<file path="config.mk">
export PLATFORM = sky130hd
export DESIGN_NAME = operand_fetch
export DESIGN_NICKNAME = d
export VERILOG_FILES = /design/src/rtl/operand_fetch.sv
export SDC_FILE = /design/constraint.sdc
export NUM_CORES = 1
export LEC_CHECK = 0
export ABC_AREA = 1
export CORE_ASPECT_RATIO = 1.1
export CORE_UTILIZATION = 44
export DETAILED_ROUTE_END_ITERATION = 10
export MAX_ROUTING_LAYER = met4
export PLACE_DENSITY = 0.9
export SYNTH_ARGS = -nofsm -noshare
export SYNTH_HDL_FRONTEND = slang
export SYNTH_SLANG_ARGS = --single-unit
</file>
<file path="constraint.sdc">
create_clock -name clk -period 5.24 [get_ports clk]
set_clock_uncertainty 0.2 [all_clocks]
set_input_delay 1.31 -clock clk [delete_from_list [all_inputs] [get_ports clk]]
set_output_delay 1.31 -clock clk [all_outputs]
set_load 0.02 [all_outputs]
</file>
<file path="src/rtl/operand_fetch.sv">
// operand_fetch: issue/operand-fetch stage between the decoder and execute.
//
// Takes one decoded instruction per cycle and drives the register-file read
// addresses from its sources. Same-cycle writeback data is forwarded into the
// operands. An NREG-entry pending-write scoreboard blocks RAW/WAW hazards. The
// operand bundle goes to execute in registers over a valid/ready handshake.
//
// Ports:
//   clk, rst                       clock, asynchronous active-high reset
//   in_valid/in_ready              decoder handshake
//   in_op/in_src1/in_src2/in_dst   decoded fields
//   in_wen                         instruction writes in_dst
//   rf_raddr1/2, rf_rdata1/2       register-file read ports (combinational)
//   wb_valid/wb_addr/wb_data       writeback into the register file
//   flush                          discard the held output bundle
//   out_valid/out_ready            execute-stage handshake
//   out_op/out_a/out_b/out_dst/out_wen  registered operand bundle
//   busy_map                       pending-write bits, one per register
//   stall_cnt                      saturating count of hazard-stall cycles
//   err_wb                         sticky: writeback to a non-pending register
module operand_fetch #(
  parameter int DW   = 32,
  parameter int AW   = 3,
  parameter int NREG = 8,
  parameter int SCW  = 16
) (
  input  logic            clk,
  input  logic            rst,
  input  logic            in_valid,
  output logic            in_ready,
  input  logic [5:0]      in_op,
  input  logic [AW-1:0]   in_src1,
  input  logic [AW-1:0]   in_src2,
  input  logic [AW-1:0]   in_dst,
  input  logic            in_wen,
  output logic [AW-1:0]   rf_raddr1,
  output logic [AW-1:0]   rf_raddr2,
  input  logic [DW-1:0]   rf_rdata1,
  input  logic [DW-1:0]   rf_rdata2,
  input  logic            wb_valid,
  input  logic [AW-1:0]   wb_addr,
  input  logic [DW-1:0]   wb_data,
  input  logic            flush,
  output logic            out_valid,
  input  logic            out_ready,
  output logic [5:0]      out_op,
  output logic [DW-1:0]   out_a,
  output logic [DW-1:0]   out_b,
  output logic [AW-1:0]   out_dst,
  output logic            out_wen,
  output logic [NREG-1:0] busy_map,
  output logic [SCW-1:0]  stall_cnt,
  output logic            err_wb
);

  logic            wbHit1, wbHit2, wbHitDst;
  logic            src1Clear, src2Clear, dstClear;
  logic            hazard, accept, flushRelease;
  logic [DW-1:0]   opA, opB;
  logic [NREG-1:0] busyNext;

  assign rf_raddr1 = in_src1;
  assign rf_raddr2 = in_src2;

  assign wbHit1   = wb_valid && (wb_addr == in_src1);
  assign wbHit2   = wb_valid && (wb_addr == in_src2);
  assign wbHitDst = wb_valid && (wb_addr == in_dst);

  assign opA = wbHit1 ? wb_data : rf_rdata1;
  assign opB = wbHit2 ? wb_data : rf_rdata2;

  // A register being written back this cycle is treated as already free.
  assign src1Clear = !busy_map[in_src1] || wbHit1;
  assign src2Clear = !busy_map[in_src2] || wbHit2;
  assign dstClear  = !busy_map[in_dst]  || wbHitDst;

  assign hazard   = in_valid && (!src1Clear || !src2Clear || (in_wen && !dstClear));
  assign in_ready = !hazard && (!out_valid || out_ready) && !flush;
  assign accept   = in_valid && in_ready;

  // A flushed bundle will never write back, so its pending bit is returned.
  assign flushRelease = flush && out_valid && out_wen;

  // A new reservation wins over any clear of the same register this cycle.
  always_comb begin
    busyNext = busy_map;
    for (int r = 0; r < NREG; r++) begin
      if (accept && in_wen && (in_dst == AW'(r)))
        busyNext[r] = 1'b1;
      else if (wb_valid && (wb_addr == AW'(r)))
        busyNext[r] = 1'b0;
      else if (flushRelease && (out_dst == AW'(r)))
        busyNext[r] = 1'b0;
    end
  end

  always_ff @(posedge clk or posedge rst) begin
    if (rst) begin
      out_valid <= 1'b0;
      out_op    <= '0;
      out_a     <= '0;
      out_b     <= '0;
      out_dst   <= '0;
      out_wen   <= 1'b0;
      busy_map  <= '0;
      stall_cnt <= '0;
      err_wb    <= 1'b0;
    end else begin
      busy_map <= busyNext;

      if (flush) begin
        out_valid <= 1'b0;
      end else if (accept) begin
        out_valid <= 1'b1;
        out_op    <= in_op;
        out_a     <= opA;
        out_b     <= opB;
        out_dst   <= in_dst;
        out_wen   <= in_wen;
      end else if (out_valid && out_ready) begin
        out_valid <= 1'b0;
      end

      if (hazard && (stall_cnt != {SCW{1'b1}}))
        stall_cnt <= stall_cnt + SCW'(1);

      if (wb_valid && !busy_map[wb_addr])
        err_wb <= 1'b1;
    end
  end

endmodule
</file>
==> flow_summary.toml, run 1 <==
[logic_synthesis]
synthArstFlopShare_pct = 100
synth-edff-count = 0
yosysUniqueCellTypes = 33
synth.net_count = 888
ys_seq_area_share_pct = 45.4
ys_warn_count = 0
syn_avg_cell_area_um2 = 7.19
yosys_register_bits = 100
synth_xor_area_share_pct = 2.23
ys.flop_type = "dfrtp_1"
synthAdderAreaFrac_pct = 0.227
synth_compound_area_share_pct = 11.4
synth_top_family_by_area = "simple AND/OR/NAND/NOR gates"
mappedNetlistArea_mm2 = 0.00551
muxShareOfSynthArea_pct = 1.16
syn_inst = 766
yosys.area_share.simple_pct = 30.8

[clock_tree]
cts_max_path_buffers = 2
numCtsBuffers = 9
clock_latency_ps = 350
cts.sinks = 100
root_buffer = "clkbuf_16"
ctsHoldBuffers = 0
cts_tree = "done"
cts_setup_buffers = 0
cts_resized = 0
htree_levels = 3
clkTransAtPathRegs_ps = 70

[drt]
drc = 0
wl_mm = 17.6
drtIter0Drc = 371
ant_nets = 0
num_vias = 5778
post_drt_wl_per_cell_um = 15.6
routed_via_density = 5.12
firstDrtPassIters = 7

[worst_setup_path]
critPathMaxFanout = 9
cp_data_required_time_ps = 3730
path_cells = "clkdlybuf4s50_1, inv_2, nand2_1, nand2_1, nand2_1, nand2_1, nand2_1, nand2_1, nor2_1, nor2_4, nor2_4, nor3_1, clkdlybuf4s50_1"
crit_slowest_cell = "clkdlybuf4s50_1"
arrival_ps = 3530
path_common_cell = "nand2_1"
critPathBufInv = 3
end_kind = "output pin"
crit_path_start_kind = "primary input"
crit_type = "in2out"
cpPeakStageDelay_ps = 630
path_delay_family = "buffers and inverters"

[grt]
grt_overflow = 0
grt_pass1_wl_mm = 27.6
grt_start_max_net_pins = 79
grt_pass1_vias = 5525
antenna_found_initial = 0
grt_use_total_pct = 28.4

[die]
die-area_mm2 = 0.0130
die_height_um = 119
start_util_pct = 45.4
core_area_mm2 = 0.0121
io_pins = 228
die_w_um = 109
std_cell_rows = 42

[run_status]
status = "complete, no violations"

[place]
hpwlAfterDp_mm = 12.5
dp.cells = 1113
portBuffers = 227
place_congestion = 1.02

[sta]
rsz0062_at_grt = "false"
final_hold_viol_count = 0
maxSlewHeadroom_pct = 36.3
finalCritPeriodShare_pct = 96.3
worst_pin_slew_ps = 956
holdWs_ps = 282
finalSetupViolCount = 0
clock.fmax_mhz = 198
fin_tns_setup_ps = 0
finalCriticalPeriod_ps = 5040
maxSlewViolCount = 0

[final_layout]
fin_cells = 1129
n_antenna_cell = 0
fillCellCount = 987
layout.nets = 1092
utilization_pct = 66.6
drive_gt1_share_pct = 4.31
area_growth_pct = 46.8

[power]
p_leak_nw = 3.95
power_density_mw_per_mm2 = 383
vdd_drop_max_v = 0.000239

[worst_hold_path]
hold_class = "reg2reg"

[flow_run]
drv_cap = 0
==> cell usage after synthesis, drive strengths merged (3+ instances only) <==
cell / n / share of area, %
o221ai: 4 / 0.64
nand3: 48 / 4.6
a211oi: 3 / 0.41
dfrtp: 100 / 45
clkbuf: 15 / 1.0
inv: 68 / 4.6
nor4: 4 / 0.45
a21oi: 30 / 2.7
buf: 26 / 3.1
xnor2: 9 / 1.4
mux2: 3 / 0.61
nor2: 59 / 4.4
o21ai: 71 / 6.4
o21bai: 4 / 0.54
nand2: 301 / 21
mux2i: 3 / 0.54
nand4: 3 / 0.34
xor2: 5 / 0.79
==> cell usage in the layout (no fill, tap or decap), drive strengths merged <==
master         Yosys  final
nor3               2      2
mux2i              3      3
a211oi             3      3
nand3             48     48
o22ai              2      2
nor2              59     59
inv               68     70
dfrtp            100    100
o21ai             71     71
o21bai             4      4
o221ai             4      4
mux2               3      3
nand2            301    301
a41oi              1      1
nand4              3      3
clkdlybuf4s50      0    227
nor4               4      4
clkinvlp           0      3
ha                 1      1
o31ai              2      2
xor2               5      5
xnor2              9      9
clkinv             0      2
a21oi             30     30
buf               26      7
clkbuf            15      9
nand3b             2      2
==> per-layer routing <==
metal	wire length [um]	track usage, %	share of wire [%]	up-vias
li1	-	-	-	2827
met1	7250	34.8	41	2671
met2	8720	46.7	50	242
met3	1200	5.20	6.8	38
met4	427	9.97	2.4	0
met5	0	-	0	-
==> worst reg2reg max path: cells and delay by family, from the launching register on <==
family	cells	cell delay (ps)
adders and majority gates	1	260
DFF	1	450
buffers and inverters	2	170
and+or+nand+nor	6	1810
==> final cells by class <==
class | instances | area, um2 | share of cell area [%]
clock buffers | 9 | 225 | 2.78
flip-flops and latches | 100 | 2500 | 30.9
multi-input cells | 557 | 2530 | 31.2
clock inverters | 7 | 60.1 | 0.742
inverters | 68 | 258 | 3.19
well taps | 154 | 193 | 2.38
repair buffers | 234 | 2320 | 28.7
==> metrics by stage <==
stage	power (mW)	setup slack (ps)	instance area (um2)
final	3.10	196	8090
after global routing	3.27	85.0	8090
after CTS	3.11	224	8090
after detailed placement	2.46	221	7800
after global placement	2.43	266	7800
after floorplan	1.78	873	5510
==> sequential cells by signal (all words and copies together), names as in the netlist <==
name	flops
out_a	32
out_valid	1
out_wen	1
out_op	6
err_wb	1
out_dst	3
busy_map	8
out_b	32
stall_cnt	16
==> cells by family (layout without fill, tap and decap cells) <==
logic type | after synthesis | in the layout
xor gates and xnor gates | 14 | 14
adders and majority gates | 1 | 1
buffers and inverters | 109 | 318
and+or+nand+nor | 419 | 419
DFF | 100 | 100
AOI/OAI and AO/OA | 117 | 117
muxes | 6 | 6
==> power by group <==
| group | internal, mW | switching (mW) | total, mW |
|---|---|---|---|
| clock network | 0.329 | 0.318 | 0.647 |
| registers | 0.995 | 0.167 | 1.16 |
| logic | 0.611 | 0.676 | 1.29 |
==> final timing paths <==
path                                    from            to  slack [ps]  cells past startpoint
worst min register to register     out_a[22]     out_a[22]         280                      2
min in group asynchronous                rst     out_a[18]        1350                      2
max in group asynchronous                rst     out_a[30]        2600                      3
worst max-delay path               in_dst[0]      in_ready         200                     13
worst min-delay path               out_a[22]     out_a[22]         280                      2
worst max register to register  stall_cnt[0]  stall_cnt[6]        2290                      9
No activity file was read; power rests on OpenSTA's default activity.
==> inputs of run 2 (changes only) <==
Settings changed: CORE_MARGIN from default to 3, CTS_CLUSTER_SIZE from default to 12.
==> flow_summary.toml, run 2 (synthesis results as in run 1) <==
[final_layout]
reg.largest.list = "out_a (32), out_b (32), stall_cnt (16)"
area_growth_pct = 46.8
final_common_cell = "nand2_1"
multiInputGateArea_mm2 = 0.00253
fin_area_mm2 = 0.00809
layout_common_cells = "299 x nand2_1, 227 x clkdlybuf4s50_1, 100 x dfrtp_1"
fillCellCount = 975
layout.nets = 1091
n_antenna_cell = 0
fin_cells = 1128
utilization_pct = 66.6
seqCellArea_mm2 = 0.00250
drive_gt1_share_pct = 4.11

[drt]
ant_nets = 0
routed.top_layer = "met4"
num_vias = 5769
routed_via_density = 5.11
wl_mm = 17.4
post_drt_wl_per_cell_um = 15.4
dr_wl_met2_mm = 8.39
wl_met1_mm = 7.22
wl_met3_mm = 1.18
drtIter0Drc = 526
drc = 0
firstDrtPassIters = 8

[clock_tree]
root_buffer = "clkbuf_16"
cts_resized = 0
clkTransAtPathRegs_ps = 70
ctsHoldBuffers = 0
htree_levels = 3
numCtsBuffers = 9
cts_max_path_buffers = 2
cts_setup_buffers = 0
cts.sinks = 100
cts_tree = "done"
clock_latency_ps = 350

[grt]
antenna_found_initial = 0
grt_pass1_wl_mm = 27.0
grt_use_total_pct = 25.1
grt_pass1_vias = 5354
grt_start_max_net_pins = 115
grt_overflow = 0

[sta]
clock.fmax_mhz = 198
finalCriticalPeriod_ps = 5040
finalSetupViolCount = 0
holdWs_ps = 280
final_hold_viol_count = 0
finalCritPeriodShare_pct = 96.2
maxSlewViolCount = 0
finalWorstSetupSlack_ps = 201
rsz0062_at_grt = "false"
worst_pin_slew_ps = 949
maxSlewHeadroom_pct = 36.8
fin_tns_setup_ps = 0

[place]
hpwlAfterDp_mm = 12.4
dpl-instance-area_mm2 = 0.00781
place_congestion = 0.974
dp.cells = 1112
pre_cts_slack_ps = 214
portBuffers = 227

[die]
core_area_mm2 = 0.0121
die_w_um = 113
start_util_pct = 45.4
die_height_um = 123
die-area_mm2 = 0.0139
std_cell_rows = 42
io_pins = 228

[worst_setup_path]
arrival_ps = 3530
crit_path_start_kind = "primary input"
end_kind = "output pin"
critPathMaxFanout = 9
reg2reg_depth = 9
cp_data_required_time_ps = 3730
crit_type = "in2out"
r2r_end = "stall_cnt[9]"
r2r_start = "stall_cnt[0]"
r2r_slack_ps = 2340

[power]
switching_share_pct = 37.1
pwr-share-comb_pct = 41.9
vdd_drop_max_v = 0.000231
p_clk_share_pct = 20.6
fin_total_pwr_mw = 3.09
power_density_mw_per_mm2 = 382
p_leak_nw = 3.96
seqPwrFrac_pct = 37.5
power_switching_mw = 1.15
p_int_mw = 1.94

[worst_hold_path]
whs_path_depth = 2
hold_class = "reg2reg"
min-delay-start = "out_op[1]"
worst_hold_path.endpoint = "out_op[1]"

[run_status]
status = "complete, no violations"

[flow_run]
drv_cap = 0
==> run 2: changes by cell type in the layout (fill, tap and decap cells not counted), sizes merged <==
cell / delta
buf: -1
clkbuf: +2
clkinv: +2
clkinvlp: -3
inv: -1
==> run 2: worst max-delay path by stage <==
stage               slack [ps]  startpoint  endpoint
floorplan                  870  wb_addr[0]  in_ready
global placement           230   in_dst[0]  in_ready
detailed placement         210   in_dst[0]  in_ready
CTS                        210   in_dst[0]  in_ready
global route                60   in_dst[0]  in_ready
finish                     200   in_dst[0]  in_ready
==> run 2: area by class of cell <==
type / count / area share, %
repair buffers: 233 / 28.8
clock buffers: 11 / 3.00
multi-input cells: 557 / 31.2
inverters: 68 / 3.19
flip-flops and latches: 100 / 30.9
clock inverters: 5 / 0.449
well taps: 154 / 2.38
==> run 2: power groups by stage <==
stage / sequential, mW / clock, mW / combinational [mW]
CTS: 1.16 / 0.652 / 1.30
detailed placement: 1.17 / 0 / 1.30
global route: 1.19 / 0.681 / 1.39
finish: 1.16 / 0.638 / 1.30
global placement: 1.16 / 0 / 1.28
floorplan: 1.42 / 0 / 0.352
==> run 2: worst max-delay path: stages <==
cell and delay [ps]:
clkdlybuf4s50_1 610, inv_2 210, nand2_1 70, nand2_1 50, nand2_1 40, nand2_1 70, nand2_1 40, nand2_1 80
nor2_1 60, nor2_4 180, nor2_4 50, nor3_1 120, clkdlybuf4s50_1 620
==> run 2: layer usage <==
layer,track usage (%),vias to the layer above
met5,-,-
met4,11.2,0
met3,4.11,52
met2,38.5,254
met1,33.0,2626
li1,-,2837
